**config.mk**
```make
export PLATFORM = sky130hd
export DESIGN_NAME = uart_tx_fifo
export DESIGN_NICKNAME = d
export VERILOG_FILES = /design/src/rtl/uart_tx_fifo.sv
export SDC_FILE = /design/constraint.sdc
export NUM_CORES = 1
export LEC_CHECK = 0
export BUFFER_PORTS_ARGS = -buffer_cell sky130_fd_sc_hd__clkbuf_2
export CAP_MARGIN = 20
export CORE_MARGIN = 2
export CORE_UTILIZATION = 50
export CTS_CLUSTER_SIZE = 30
export DETAILED_ROUTE_END_ITERATION = 16
export PLACE_DENSITY = 0.64
export REMOVE_ABC_BUFFERS = 1
export SETUP_SLACK_MARGIN = 0.02
export SYNTH_ARGS = -nofsm -noshare
export SYNTH_HDL_FRONTEND = slang
export SYNTH_SLANG_ARGS = --single-unit
```
**constraint.sdc**
```tcl
create_clock -name clk -period 5.98 [get_ports clk]
set_clock_uncertainty 0.2 [all_clocks]
set_input_delay 0.598 -clock clk [delete_from_list [all_inputs] [get_ports clk]]
set_output_delay 0.598 -clock clk [all_outputs]
set_load 0.05 [all_outputs]
```
**src/rtl/uart_tx_fifo.sv**
```systemverilog
// UART transmitter with an integrated transmit FIFO.
// Frame: start(0), DATA_BITS data LSB first, optional parity, STOP_BITS stop(1).
// FSM state is registered one cycle ahead of the serial pin, so tx_line,
// tx_active and tx_done are all plain registers and stay mutually aligned.
module uart_tx_fifo #(
  parameter int CLK_FREQ   = 125000000,
  parameter int BAUD       = 115200,
  parameter int DATA_BITS  = 8,
  parameter int PARITY     = 0,
  parameter int STOP_BITS  = 1,
  parameter int FIFO_DEPTH = 16
) (
  input  logic                          clk,
  input  logic                          rst,
  input  logic                          tx_valid,
  input  logic [DATA_BITS-1:0]          tx_data,
  output logic                          tx_ready,
  output logic [$clog2(FIFO_DEPTH):0]   fifo_count,
  output logic                          tx_active,
  output logic                          tx_done,
  output logic                          tx_line
);

  localparam int CLKS_PER_BIT = CLK_FREQ / BAUD;
  localparam int CW = (CLKS_PER_BIT > 2) ? $clog2(CLKS_PER_BIT) : 1;
  localparam int AW = $clog2(FIFO_DEPTH);
  localparam int BW = 4;  // indexes 0..8 data bits and 0..1 stop bits

  // Elaboration-time parameter legality
  if (CLKS_PER_BIT < 2) begin : g_bad_cpb
    $error("uart_tx_fifo: CLK_FREQ/BAUD must be >= 2");
  end
  if (DATA_BITS < 5 || DATA_BITS > 9) begin : g_bad_db
    $error("uart_tx_fifo: DATA_BITS must be 5..9");
  end
  if (PARITY < 0 || PARITY > 2) begin : g_bad_par
    $error("uart_tx_fifo: PARITY must be 0, 1 or 2");
  end
  if (STOP_BITS < 1 || STOP_BITS > 2) begin : g_bad_sb
    $error("uart_tx_fifo: STOP_BITS must be 1 or 2");
  end
  if (FIFO_DEPTH < 2 || (FIFO_DEPTH & (FIFO_DEPTH - 1)) != 0) begin : g_bad_depth
    $error("uart_tx_fifo: FIFO_DEPTH must be a power of two >= 2");
  end

  typedef enum logic [2:0] {
    S_IDLE, S_START, S_DATA, S_PARITY, S_STOP
  } state_t;

  state_t                state_q, state_d;
  logic [CW-1:0]         baud_q, baud_d;
  logic [BW-1:0]         bit_q, bit_d;
  logic [DATA_BITS-1:0]  data_q, data_d;
  logic [AW:0]           wptr_q, rptr_q;
  logic                  line_q, line_d;
  logic                  active_q;
  logic                  done_q, done_d;

  logic [DATA_BITS-1:0]  mem [FIFO_DEPTH];
  logic [AW:0]           count;
  logic                  full, empty, push, pop;
  logic                  baud_end, parity_bit;
  logic [DATA_BITS-1:0]  data_sh;
  logic [DATA_BITS-1:0]  head;

  // Pointers carry one extra wrap bit so full and empty are distinguishable
  assign count      = wptr_q - rptr_q;
  assign full       = (count == (AW+1)'(FIFO_DEPTH));
  assign empty      = (count == '0);
  assign push       = tx_valid && !full;
  assign head       = mem[rptr_q[AW-1:0]];
  assign baud_end   = (baud_q == CW'(CLKS_PER_BIT - 1));
  assign data_sh    = data_q >> bit_q;
  assign parity_bit = (PARITY == 1) ? ~(^data_q) : (^data_q);

  // FIFO storage; contents need no reset since the pointers define validity
  always_ff @(posedge clk) begin
    if (push) mem[wptr_q[AW-1:0]] <= tx_data;
  end

  // State, counters, pointers and the registered serial outputs
  always_ff @(posedge clk) begin
    if (rst) begin
      state_q  <= S_IDLE;
      baud_q   <= '0;
      bit_q    <= '0;
      data_q   <= '0;
      wptr_q   <= '0;
      rptr_q   <= '0;
      line_q   <= 1'b1;
      active_q <= 1'b0;
      done_q   <= 1'b0;
    end else begin
      state_q  <= state_d;
      baud_q   <= baud_d;
      bit_q    <= bit_d;
      data_q   <= data_d;
      wptr_q   <= wptr_q + (AW+1)'(push);
      rptr_q   <= rptr_q + (AW+1)'(pop);
      line_q   <= line_d;
      active_q <= (state_q != S_IDLE);
      done_q   <= done_d;
    end
  end

  // Next-state, pop and line value for the current bit
  always_comb begin
    state_d = state_q;
    baud_d  = baud_end ? '0 : baud_q + CW'(1);
    bit_d   = bit_q;
    data_d  = data_q;
    pop     = 1'b0;
    done_d  = 1'b0;
    line_d  = 1'b1;
    case (state_q)
      S_IDLE: begin
        baud_d = '0;
        bit_d  = '0;
        if (!empty) begin
          pop     = 1'b1;
          data_d  = head;
          state_d = S_START;
        end
      end
      S_START: begin
        line_d = 1'b0;
        if (baud_end) begin
          state_d = S_DATA;
          bit_d   = '0;
        end
      end
      S_DATA: begin
        line_d = data_sh[0];
        if (baud_end) begin
          if (bit_q == BW'(DATA_BITS - 1)) begin
            bit_d   = '0;
            state_d = (PARITY != 0) ? S_PARITY : S_STOP;
          end else begin
            bit_d = bit_q + BW'(1);
          end
        end
      end
      S_PARITY: begin
        line_d = parity_bit;
        if (baud_end) begin
          state_d = S_STOP;
          bit_d   = '0;
        end
      end
      S_STOP: begin
        line_d = 1'b1;
        if (baud_end) begin
          if (bit_q == BW'(STOP_BITS - 1)) begin
            // Last stop clock: finish the frame, chain straight into the next
            done_d = 1'b1;
            bit_d  = '0;
            if (!empty) begin
              pop     = 1'b1;
              data_d  = head;
              state_d = S_START;
            end else begin
              state_d = S_IDLE;
            end
          end else begin
            bit_d = bit_q + BW'(1);
          end
        end
      end
      default: state_d = S_IDLE;
    endcase
  end

  assign tx_ready   = !full;
  assign fifo_count = count;
  assign tx_active  = active_q;
  assign tx_done    = done_q;
  assign tx_line    = line_q;

endmodule

```
==> results of run 1 <==
## critical path, stage by stage (launching register included)
cell and delay (ns):
sky130_fd_sc_hd__dfxtp_2 0.31, sky130_fd_sc_hd__buf_4 0.52, sky130_fd_sc_hd__ha_1 0.28, sky130_fd_sc_hd__inv_1 0.06
sky130_fd_sc_hd__fa_1 0.41, sky130_fd_sc_hd__xor2_1 0.28, sky130_fd_sc_hd__nand4b_1 0.19, sky130_fd_sc_hd__nand2_1 0.08
sky130_fd_sc_hd__a21bo_2 0.34, sky130_fd_sc_hd__nor3_1 0.90
## cell usage in the layout (no fill, tap or decap), types with 4 or more instances in the layout
cell,instances
sky130_fd_sc_hd__edfxtp_1,128
sky130_fd_sc_hd__dfxtp_1,38
sky130_fd_sc_hd__mux4_2,34
sky130_fd_sc_hd__nor2_1,25
sky130_fd_sc_hd__nand2_1,20
sky130_fd_sc_hd__o21ai_0,19
sky130_fd_sc_hd__clkbuf_2,19
sky130_fd_sc_hd__clkbuf_16,17
sky130_fd_sc_hd__nor2b_1,15
sky130_fd_sc_hd__xnor2_1,13
sky130_fd_sc_hd__inv_1,13
sky130_fd_sc_hd__ha_1,12
sky130_fd_sc_hd__buf_4,12
sky130_fd_sc_hd__xor2_1,11
sky130_fd_sc_hd__a21oi_1,10
sky130_fd_sc_hd__nand3_1,10
sky130_fd_sc_hd__nor4_1,10
sky130_fd_sc_hd__a22o_1,8
sky130_fd_sc_hd__a221oi_1,8
sky130_fd_sc_hd__nor3_1,7
sky130_fd_sc_hd__nand2b_1,5
sky130_fd_sc_hd__nand3b_1,4
sky130_fd_sc_hd__nor3b_1,4
sky130_fd_sc_hd__nand4_1,4
sky130_fd_sc_hd__or3_1,4
sky130_fd_sc_hd__inv_6,4
sky130_fd_sc_hd__bufinv_16,4
## worst max-delay path by stage
stage | end | startpoint | cells past startpoint
global route | mem[14][3] | rptr_q[0] | 9
detailed placement | mem[3][4] | rptr_q[0] | 9
CTS | mem[7][5] | rptr_q[0] | 9
floorplan | mem[10][0] | rptr_q[0] | 8
finish | mem[15][4] | rptr_q[0] | 9
global placement | mem[3][1] | rptr_q[0] | 9
## per-layer routing
metal	vias to the layer above	share of wire
met2	90	0.50
met1	1948	0.43
met3	16	0.046
met4	0	0.020
met5	-	0
li1	1814	-
## state kept, by name (all words and copies together), names as in the netlist
register / cells
baud_q: 11
bit_q: 4
data_q: 8
mem: 128
rptr_q: 5
state_q: 3
tx_active: 1
tx_done: 1
tx_line: 1
wptr_q: 5
## cells by family (layout without fill, tap and decap cells)
group	count (synthesis)	in the layout	share of synthesized area
flops	167	167	0.663
simple gates	120	120	0.0949
compound gates	56	56	0.0545
mux	35	35	0.111
buf+inv	35	79	0.0203
xor+xnor	24	24	0.0301
fa+ha+maj	14	14	0.0260
## area by class of cell
class | instances | area share
flip-flops and latches | 167 | 0.582
clock inverters | 13 | 0.0263
repair buffers | 34 | 0.0255
well taps | 180 | 0.0283
multi-input cells | 249 | 0.278
clock buffers | 19 | 0.0544
inverters | 13 | 0.00613
## through the flow
stage,util,cell area [um^2]
2_1_floorplan,-,6880
3_3_place_gp,0.530,7290
3_5_place_dp,0.530,7290
4_1_cts,0.576,7940
5_1_grt,0.577,7950
6_report,0.577,7950
## synth_stat cells (all sizes together), types with 5 or more instances
cell | number | area share
o21ai | 20 | 0.014
dfxtp | 39 | 0.11
nor4 | 10 | 0.0090
nor2 | 25 | 0.013
nand2b | 5 | 0.0045
nor3 | 7 | 0.0050
xnor2 | 13 | 0.016
ha | 12 | 0.022
nor2b | 15 | 0.013
a221oi | 8 | 0.010
a22o | 8 | 0.010
xor2 | 11 | 0.014
clkbuf | 13 | 0.0070
buf | 9 | 0.0063
edfxtp | 128 | 0.55
nand2 | 20 | 0.011
inv | 13 | 0.0070
nand3 | 11 | 0.0086
mux4 | 34 | 0.11
a21oi | 10 | 0.0072
## report_power, final
part,leakage [nW],switching (mW),internal (mW)
combinational,0.863,0.633,0.430
sequential,1.47,0.0673,1.33
clock,0.306,0.466,0.714
total,2.64,1.17,2.48
==> results by group, run 1 <==
Power and ir drop
  – Max VDD drop: 0.327 mV
  – Standby leakage power: 2.64 nW
  – Overall power: 3.64 mW
  – Power per standard cell area: 458 nW/um^2

Job
  – Max-capacitance violation count: 0

GRT
  – Pin count of the biggest net entering global routing: 36
  – Overall global routing resource usage: 0.202
  – Met1 track demand over resource in global routing: 0.270
  – Number of antenna violations at the first check in global routing: 0
  – First-pass GRT wire length: 21900 um
  – Met2 Resource Use GR: 0.319
  – Global-route congestion overflow total: 0
  – Number of global-route vias before repair: 3929
  – Most crowded layer after global routing: met2
  – Met3 Use GR: 0.0576

Timing
  – Number of endpoints failing setup at the final stage: 0
  – Final worst-path cycle share: 0.663
  – Actual transition at the worst max-transition pin: 1.07 ns
  – Crit path time final: 3.96 ns
  – TNS Setup: 0 ns
  – Worst setup slack after layout: 2.02 ns
  – RSZ-0062 raised after global routing: false
  – Final Hold Vio Count: 0
  – Maximum clock frequency: 252 MHz
  – Min Hold Slack: 0.296 ns
  – Relative slew slack: 0.280
  – Number of slew-limit violations in the final report: 0

Clocking
  – TritonCTS clock tree: built
  – Post-CTS Hold Buffers: 0
  – Post-cts repair resize count: 0
  – Maximum clock path buffer count: 2
  – Number of levels in the clock H-tree: 4
  – TritonCTS buffer count: 17
  – Clock latency on the worst-skew pair: 0.42 ns
  – Clock transition time at the flip-flop clock pins of the worst setup and hold paths: 0.06 ns
  – Number of clock sinks: 167
  – CTS root buffer: sky130_fd_sc_hd__clkbuf_16
  – Total setup buffers inserted after CTS: 0

Synth
  – Post-synth top flop: sky130_fd_sc_hd__edfxtp_1
  – Fraction of registers with async set/reset: 0
  – Cell Area, Synth: 6980 um^2
  – Post-synthesis sequential area ratio: 0.663
  – Number of enable flip-flop cells after synthesis: 128
  – Synthesized area divided by synthesized cell count: 15.5 um^2
  – Synth cell types: 47
  – Total number of yosys warnings: 0
  – Post-synthesis sequential element count: 167
  – Cell count after synthesis: 451

Setup path
  – Crit end category: flip-flop
  – Sort of element at the start of the critical path: flip-flop
  – R2r worst-path depth: 9
  – Origin of the critical flop-to-flop path: rptr_q[0]
  – Endpoint arrival time on the critical path: 3.81 ns
  – Critical setup path kind: reg2reg
  – CP Max Fanout: 34
  – Required time of the critical path: 5.82 ns
  – Setup slack, reg-to-reg: 2.02 ns
  – End of the worst register-to-register path: mem[15][4]

Detailed routing
  – Overall routed net length: 13600 um
  – Remaining routing DRC violations: 0
  – Iteration-0 DRC count of the detailed router: 382
  – Drt via density: 5.73
  – Detailed-route via count: 3868
  – Post-DR wirelength/cell: 20.1 um
  – First-pass DRT Iterations: 7
  – Count of antenna-violating nets left after detailed routing: 0

Cells and area
  – Multi-input gate area: 2210 um^2
  – Count of antenna diodes in the layout: 0
  – Ratio of cells with drive above 1 in the final layout: 0.214
  – Filler Cell Count: 1102
  – Relative area change from synthesis to final layout: 14.0%
  – Combined flip-flop and latch cell area: 4630 um^2
  – Nets: 506
  – Number of standard cells in the layout, taps in and fillers out: 675

Placed design
  – DP Wirelength: 8710 um
  – Last weighted congestion value of the routability-driven placer: 0.764
  – Placed cell count: 640
  – IO buf count: 19
  – Worst Setup Slack post-DPL: 1.95 ns

Floorplanning
  – Area inside the core boundary: 13800 um^2
  – X dimension of the die: 122 um
  – Io pins: 20
  – Die Y: 122 um
  – Initial Utilization: 0.506
  – Number of placement rows: 43
  – Total Die Area: 14900 um^2

Worst hold path
  – Startpoint of the tightest hold check path: baud_q[10]
  – Path category of the worst min-delay check: reg2reg
  – Depth of the worst hold-timing path: 2
  – Hold worst-path end: baud_q[10]

Outcome
  – Status: complete, no violations
Power figures use the tool's default switching activity.
==> inputs of run 2 (changes only) <==
==> constraint.sdc (replaced) <==
create_clock -name clk -period 4.1 [get_ports clk]
set_clock_uncertainty 0.2 [all_clocks]
set_input_delay 0.41 -clock clk [delete_from_list [all_inputs] [get_ports clk]]
set_output_delay 0.41 -clock clk [all_outputs]
set_load 0.05 [all_outputs]
==> run 2 against run 1 <==
Combinational power rose by 46%; critical endpoint is now wptr_q[4]; fmax rose by 13%; non-clock buffer count rose by 4; first-iteration DRC count fell by 35%; sequential power rose by 46%.
==> results by group, run 2 (synthesized netlist as in run 1, its figures left out) <==
Worst hold path
  – Depth of the worst hold-timing path: 1 (was 2)
  – Path category of the worst min-delay check: in2reg (was reg2reg)

Timing
  – Final worst-path cycle share: 0.855 (was 0.663)
  – Crit path time final: 3.51 ns (was 3.96 ns)
  – Relative slew slack: 0.477 (was 0.280)
  – Maximum clock frequency: 285 MHz (was 252 MHz)
  – TNS Setup: 0 ns (unchanged)
  – Final Hold Vio Count: 0 (unchanged)
  – Number of slew-limit violations in the final report: 0 (unchanged)
  – Actual transition at the worst max-transition pin: 0.781 ns (was 1.07 ns)
  – RSZ-0062 raised after global routing: false (unchanged)
  – Number of endpoints failing setup at the final stage: 0 (unchanged)

Power and ir drop
  – Overall power: 5.02 mW (was 3.64 mW)
  – Standby leakage power: 2.62 nW (was 2.64 nW)
  – Max VDD drop: 0.349 mV (was 0.327 mV)
  – Power per standard cell area: 637 nW/um^2 (was 458 nW/um^2)

Detailed routing
  – Iteration-0 DRC count of the detailed router: 248 (was 382)
  – Detailed-route via count: 3850 (was 3868)
  – Drt via density: 5.67 (was 5.73)
  – Count of antenna-violating nets left after detailed routing: 0 (unchanged)
  – Remaining routing DRC violations: 0 (unchanged)
  – Post-DR wirelength/cell: 18.9 um (was 20.1 um)
  – First-pass DRT Iterations: 4 (was 7)
  – Overall routed net length: 12800 um (was 13600 um)

Floorplanning
  – Area inside the core boundary: 13800 um^2 (unchanged)
  – Io pins: 20 (unchanged)
  – Initial Utilization: 0.506 (unchanged)
  – Die Y: 122 um (unchanged)
  – Total Die Area: 14900 um^2 (unchanged)
  – X dimension of the die: 122 um (unchanged)
  – Number of placement rows: 43 (unchanged)

GRT
  – Number of antenna violations at the first check in global routing: 0 (unchanged)
  – Global-route congestion overflow total: 0 (unchanged)
  – First-pass GRT wire length: 20800 um (was 21900 um)
  – Number of global-route vias before repair: 3905 (was 3929)
  – Pin count of the biggest net entering global routing: 35 (was 36)
  – Overall global routing resource usage: 0.190 (was 0.202)

Cells and area
  – Flip-flop count of the largest register after layout: 128 (unchanged)
  – Filler Cell Count: 1098 (was 1102)
  – Ratio of cells with drive above 1 in the final layout: 0.216 (was 0.214)
  – Post-layout utilization of the core: 0.572 (was 0.577)
  – Top library cells by usage in the layout, fill and taps aside: sky130_fd_sc_hd__edfxtp_1, sky130_fd_sc_hd__dfxtp_1, sky130_fd_sc_hd__mux4_2 (unchanged)
  – Relative area change from synthesis to final layout: 13.0% (was 14.0%)
  – Nets: 510 (was 506)
  – Number of standard cells in the layout, taps in and fillers out: 679 (was 675)
  – Most frequent standard cell in the layout excluding fill and tap cells: sky130_fd_sc_hd__edfxtp_1 (unchanged)
  – Count of antenna diodes in the layout: 0 (unchanged)

Clocking
  – Post-CTS Hold Buffers: 0 (unchanged)
  – Number of clock sinks: 167 (unchanged)
  – Clock latency on the worst-skew pair: 0.42 ns (about the same)
  – Number of levels in the clock H-tree: 4 (unchanged)
  – Maximum clock path buffer count: 2 (unchanged)
  – Total setup buffers inserted after CTS: 0 (unchanged)
  – CTS root buffer: sky130_fd_sc_hd__clkbuf_16 (unchanged)
  – TritonCTS clock tree: built (unchanged)
  – Clock transition time at the flip-flop clock pins of the worst setup and hold paths: 0.06 ns (about the same)
  – Post-cts repair resize count: 0 (unchanged)
  – TritonCTS buffer count: 17 (unchanged)

Setup path
  – Endpoint arrival time on the critical path: 3.59 ns (was 3.81 ns)
  – Required time of the critical path: 4.18 ns (was 5.82 ns)
  – CP Max Fanout: 17 (was 34)
  – Critical setup path kind: reg2reg (unchanged)
  – Crit end category: flip-flop (unchanged)
  – R2r worst-path depth: 14 (was 9)
  – Sort of element at the start of the critical path: flip-flop (unchanged)

Outcome
  – Status: complete, no violations (unchanged)

Placed design
  – Placed cell count: 647 (was 640)
  – IO buf count: 19 (unchanged)
  – Last weighted congestion value of the routability-driven placer: 0.775 (was 0.764)
  – DP Wirelength: 8140 um (was 8710 um)

Job
  – Max-capacitance violation count: 0 (unchanged)
run 2: area by class of cell:
class,instances,area [um^2],area share
Multi-Input combinational cell,249,2210,0.280
Inverter,13,48.8,0.00619
Tap cell,180,225,0.0286
Timing Repair Buffer,38,238,0.0301
Clock buffer,20,437,0.0554
Clock inverter,12,101,0.0129
Sequential cell,167,4630,0.587
run 2: final timing paths:
| path | start | slack (ns) | endpoint |
|---|---|---|---|
| max | wptr_q[0] | 0.59 | wptr_q[4] |
| min | tx_data[1] | 0.19 | mem[15][1] |
| max reg2reg | wptr_q[0] | 0.59 | wptr_q[4] |
| min reg2reg | baud_q[10] | 0.29 | baud_q[10] |
run 2: routing by layer:
| layer | part of all wire | global-route usage | vias up |
|---|---|---|---|
| met5 | 0 | 0 | - |
| met4 | 0.010 | 0.0754 | 0 |
| met3 | 0.036 | 0.0435 | 9 |
| met2 | 0.50 | 0.302 | 61 |
| met1 | 0.46 | 0.256 | 1942 |
| li1 | - | - | 1838 |
run 2: worst max-delay path: stages, from the launching register on:
cell	delay (ns)
sky130_fd_sc_hd__dfxtp_1	0.51
sky130_fd_sc_hd__inv_1	0.18
sky130_fd_sc_hd__ha_1	0.24
sky130_fd_sc_hd__inv_1	0.07
sky130_fd_sc_hd__fa_1	0.45
sky130_fd_sc_hd__nor3b_1	0.24
sky130_fd_sc_hd__nand4b_1	0.18
sky130_fd_sc_hd__nand2_1	0.14
sky130_fd_sc_hd__a21bo_2	0.34
sky130_fd_sc_hd__inv_1	0.09
sky130_fd_sc_hd__ha_1	0.20
sky130_fd_sc_hd__ha_1	0.20
sky130_fd_sc_hd__nand3_1	0.10
sky130_fd_sc_hd__xor2_1	0.15
sky130_fd_sc_hd__nor2_1	0.06
run 2: per-stage QoR:
stage	instance area, um^2	worst slack (ns)	hold slack, ns
global placement	7350	0.858	0.263
global route	7890	0.323	0.219
floorplan	6880	-1.15	0.252
detailed placement	7350	0.662	0.277
finish	7890	0.595	0.195
CTS	7890	0.627	0.185
run 2: power by group:
group	switching (mW)	leakage, nW	internal (mW)
logic	0.905	0.884	0.643
registers	0.0988	1.47	1.95
clock network	0.646	0.261	0.786
total	1.65	2.62	3.37
==> inputs of run 3 (changes only) <==
--- a/config.mk
+++ b/config.mk
@@ -8,10 +8,10 @@
 export BUFFER_PORTS_ARGS = -buffer_cell sky130_fd_sc_hd__clkbuf_2
 export CAP_MARGIN = 20
 export CORE_MARGIN = 2
-export CORE_UTILIZATION = 50
+export CORE_UTILIZATION = 60
 export CTS_CLUSTER_SIZE = 30
 export DETAILED_ROUTE_END_ITERATION = 16
-export PLACE_DENSITY = 0.64
+export PLACE_DENSITY = 0.75
 export REMOVE_ABC_BUFFERS = 1
 export SETUP_SLACK_MARGIN = 0.02
 export SYNTH_ARGS = -nofsm -noshare
==> run 3 against run 2 <==
Final cell count decreased by 5.6%; utilization increased by 12 points; clock power increased by 4%; sequential power about the same; die area decreased by 16%; sequential cell count unchanged.
==> results by group, run 3 (synthesized netlist as in run 1, its figures left out) <==
Outcome
  – Status: complete, no violations (unchanged)

Job
  – Max-capacitance violation count: 0 (unchanged)

Cells and area
  – Most frequent standard cell in the layout excluding fill and tap cells: sky130_fd_sc_hd__edfxtp_1 (unchanged)
  – Count of antenna diodes in the layout: 0 (unchanged)
  – Top library cells by usage in the layout, fill and taps aside: sky130_fd_sc_hd__edfxtp_1, sky130_fd_sc_hd__dfxtp_1, sky130_fd_sc_hd__mux4_2 (unchanged)
  – Combined flip-flop and latch cell area: 4630 um^2 (unchanged)
  – Filler Cell Count: 760 (was 1098)
  – Post-layout utilization of the core: 0.693 (was 0.572)
  – Ratio of cells with drive above 1 in the final layout: 0.227 (was 0.216)
  – Relative area change from synthesis to final layout: 13.0% (about the same)
  – Nets: 509 (was 510)
  – Flip-flop count of the largest register after layout: 128 (unchanged)
  – Multi-input gate area: 2250 um^2 (was 2210 um^2)

Detailed routing
  – Count of antenna-violating nets left after detailed routing: 0 (unchanged)
  – Iteration-0 DRC count of the detailed router: 325 (was 248)
  – Post-DR wirelength/cell: 20.1 um (was 18.9 um)
  – Detailed-route via count: 3892 (was 3850)
  – Remaining routing DRC violations: 0 (unchanged)
  – Overall routed net length: 12900 um (was 12800 um)
  – Drt via density: 6.07 (was 5.67)
  – First-pass DRT Iterations: 4 (unchanged)

Clocking
  – Number of clock sinks: 167 (unchanged)
  – Post-cts repair resize count: 0 (unchanged)
  – Total setup buffers inserted after CTS: 0 (unchanged)
  – Number of levels in the clock H-tree: 4 (unchanged)
  – Clock latency on the worst-skew pair: 0.43 ns (was 0.42 ns)
  – Post-CTS Hold Buffers: 0 (unchanged)
  – Clock transition time at the flip-flop clock pins of the worst setup and hold paths: 0.06 ns (about the same)
  – Maximum clock path buffer count: 2 (unchanged)
  – TritonCTS clock tree: built (unchanged)
  – CTS root buffer: sky130_fd_sc_hd__clkbuf_16 (unchanged)
  – TritonCTS buffer count: 17 (unchanged)

Timing
  – Relative slew slack: 0.475 (was 0.477)
  – Number of slew-limit violations in the final report: 0 (unchanged)
  – Final worst-path cycle share: 0.893 (was 0.855)
  – Final Hold Vio Count: 0 (unchanged)
  – Crit path time final: 3.66 ns (was 3.51 ns)
  – Number of endpoints failing setup at the final stage: 0 (unchanged)
  – TNS Setup: 0 ns (unchanged)
  – Worst setup slack after layout: 0.440 ns (was 0.595 ns)
  – Maximum clock frequency: 273 MHz (was 285 MHz)
  – Actual transition at the worst max-transition pin: 0.785 ns (was 0.781 ns)
  – RSZ-0062 raised after global routing: false (unchanged)

Floorplanning
  – Io pins: 20 (unchanged)
  – Area inside the core boundary: 11400 um^2 (was 13800 um^2)
  – X dimension of the die: 112 um (was 122 um)
  – Initial Utilization: 0.614 (was 0.506)
  – Die Y: 112 um (was 122 um)
  – Number of placement rows: 39 (was 43)
  – Total Die Area: 12500 um^2 (was 14900 um^2)

Worst hold path
  – Depth of the worst hold-timing path: 1 (unchanged)
  – Path category of the worst min-delay check: in2reg (unchanged)

Placed design
  – IO buf count: 19 (unchanged)
  – DP Wirelength: 8380 um (was 8140 um)
  – Last weighted congestion value of the routability-driven placer: 0.772 (was 0.775)
  – Worst Setup Slack post-DPL: 0.502 ns (was 0.662 ns)

Setup path
  – R2r worst-path depth: 14 (unchanged)
  – Required time of the critical path: 4.20 ns (was 4.18 ns)
  – CP Max Fanout: 17 (unchanged)
  – Crit end category: flip-flop (unchanged)
  – Crit path launch: wptr_q[0] (unchanged)
  – Origin of the critical flop-to-flop path: wptr_q[0] (unchanged)
  – Critical path endpoint: wptr_q[4] (unchanged)
  – End of the worst register-to-register path: wptr_q[4] (unchanged)
  – Endpoint arrival time on the critical path: 3.76 ns (was 3.59 ns)
  – Setup slack, reg-to-reg: 0.44 ns (was 0.59 ns)
  – Critical setup path kind: reg2reg (unchanged)
  – Sort of element at the start of the critical path: flip-flop (unchanged)

GRT
  – Number of antenna violations at the first check in global routing: 0 (unchanged)
  – First-pass GRT wire length: 20800 um (about the same)
  – Overall global routing resource usage: 0.223 (was 0.190)
  – Number of global-route vias before repair: 3934 (was 3905)
  – Global-route congestion overflow total: 0 (unchanged)
  – Pin count of the biggest net entering global routing: 35 (unchanged)

Power and ir drop
  – Power per standard cell area: 645 nW/um^2 (was 637 nW/um^2)
  – Standby leakage power: 2.63 nW (was 2.62 nW)
  – Max VDD drop: 0.517 mV (was 0.349 mV)
==> run 3: worst max-delay path, stage by stage (launching register included) <==
cell,delay [ns]
sky130_fd_sc_hd__dfxtp_1,0.57
sky130_fd_sc_hd__inv_1,0.23
sky130_fd_sc_hd__ha_1,0.26
sky130_fd_sc_hd__inv_1,0.07
sky130_fd_sc_hd__fa_1,0.45
sky130_fd_sc_hd__nor3b_1,0.25
sky130_fd_sc_hd__nand4b_1,0.18
sky130_fd_sc_hd__nand2_1,0.14
sky130_fd_sc_hd__a21bo_2,0.39
sky130_fd_sc_hd__inv_1,0.09
sky130_fd_sc_hd__ha_1,0.21
sky130_fd_sc_hd__ha_1,0.21
sky130_fd_sc_hd__nand3_1,0.10
sky130_fd_sc_hd__xor2_1,0.15
sky130_fd_sc_hd__nor2_1,0.05
==> run 3: worst min-delay path by stage <==
stage                from  slack (ns)         end
2_1_floorplan   baud_q[0]        0.25   baud_q[0]
3_3_place_gp   baud_q[10]        0.27  baud_q[10]
3_5_place_dp    baud_q[0]        0.28   baud_q[0]
4_1_cts        tx_data[1]        0.20   mem[9][1]
5_1_grt        tx_data[1]        0.23   mem[9][1]
6_report       tx_data[2]        0.21  mem[12][2]
==> run 3: area by class of cell <==
type / instances / share of cell area
Clock buffer: 18 / 0.0544
Timing Repair Buffer: 37 / 0.0292
Clock inverter: 14 / 0.0157
Tap cell: 143 / 0.0227
Sequential cell: 167 / 0.587
Multi-Input combinational cell: 249 / 0.285
Inverter: 13 / 0.00619
==> run 3: routing by layer <==
metal  vias to the layer above  routed length [um]  track usage
li1                       1821                   -            -
met1                      1955                5610        0.306
met2                       100                6330        0.345
met3                        16                 763       0.0593
met4                         0                 182       0.0922
met5                         -                   0            0
==> run 3: through the flow <==
| step | std cells | power, mW | hold slack, ns | instance area (um^2) |
|---|---|---|---|---|
| floorplan | 429 | 3.24 | 0.252 | 6880 |
| global placement | 609 | 3.59 | 0.271 | 7330 |
| detailed placement | 609 | 3.64 | 0.280 | 7330 |
| CTS | 641 | 5.12 | 0.200 | 7880 |
| global route | 641 | 5.32 | 0.235 | 7880 |
| finish | 641 | 5.09 | 0.206 | 7880 |
==> run 3: power by group <==
part / switching, mW / internal, mW
Clock: 0.649 / 0.839
Sequential: 0.100 / 1.95
Combinational: 0.910 / 0.641
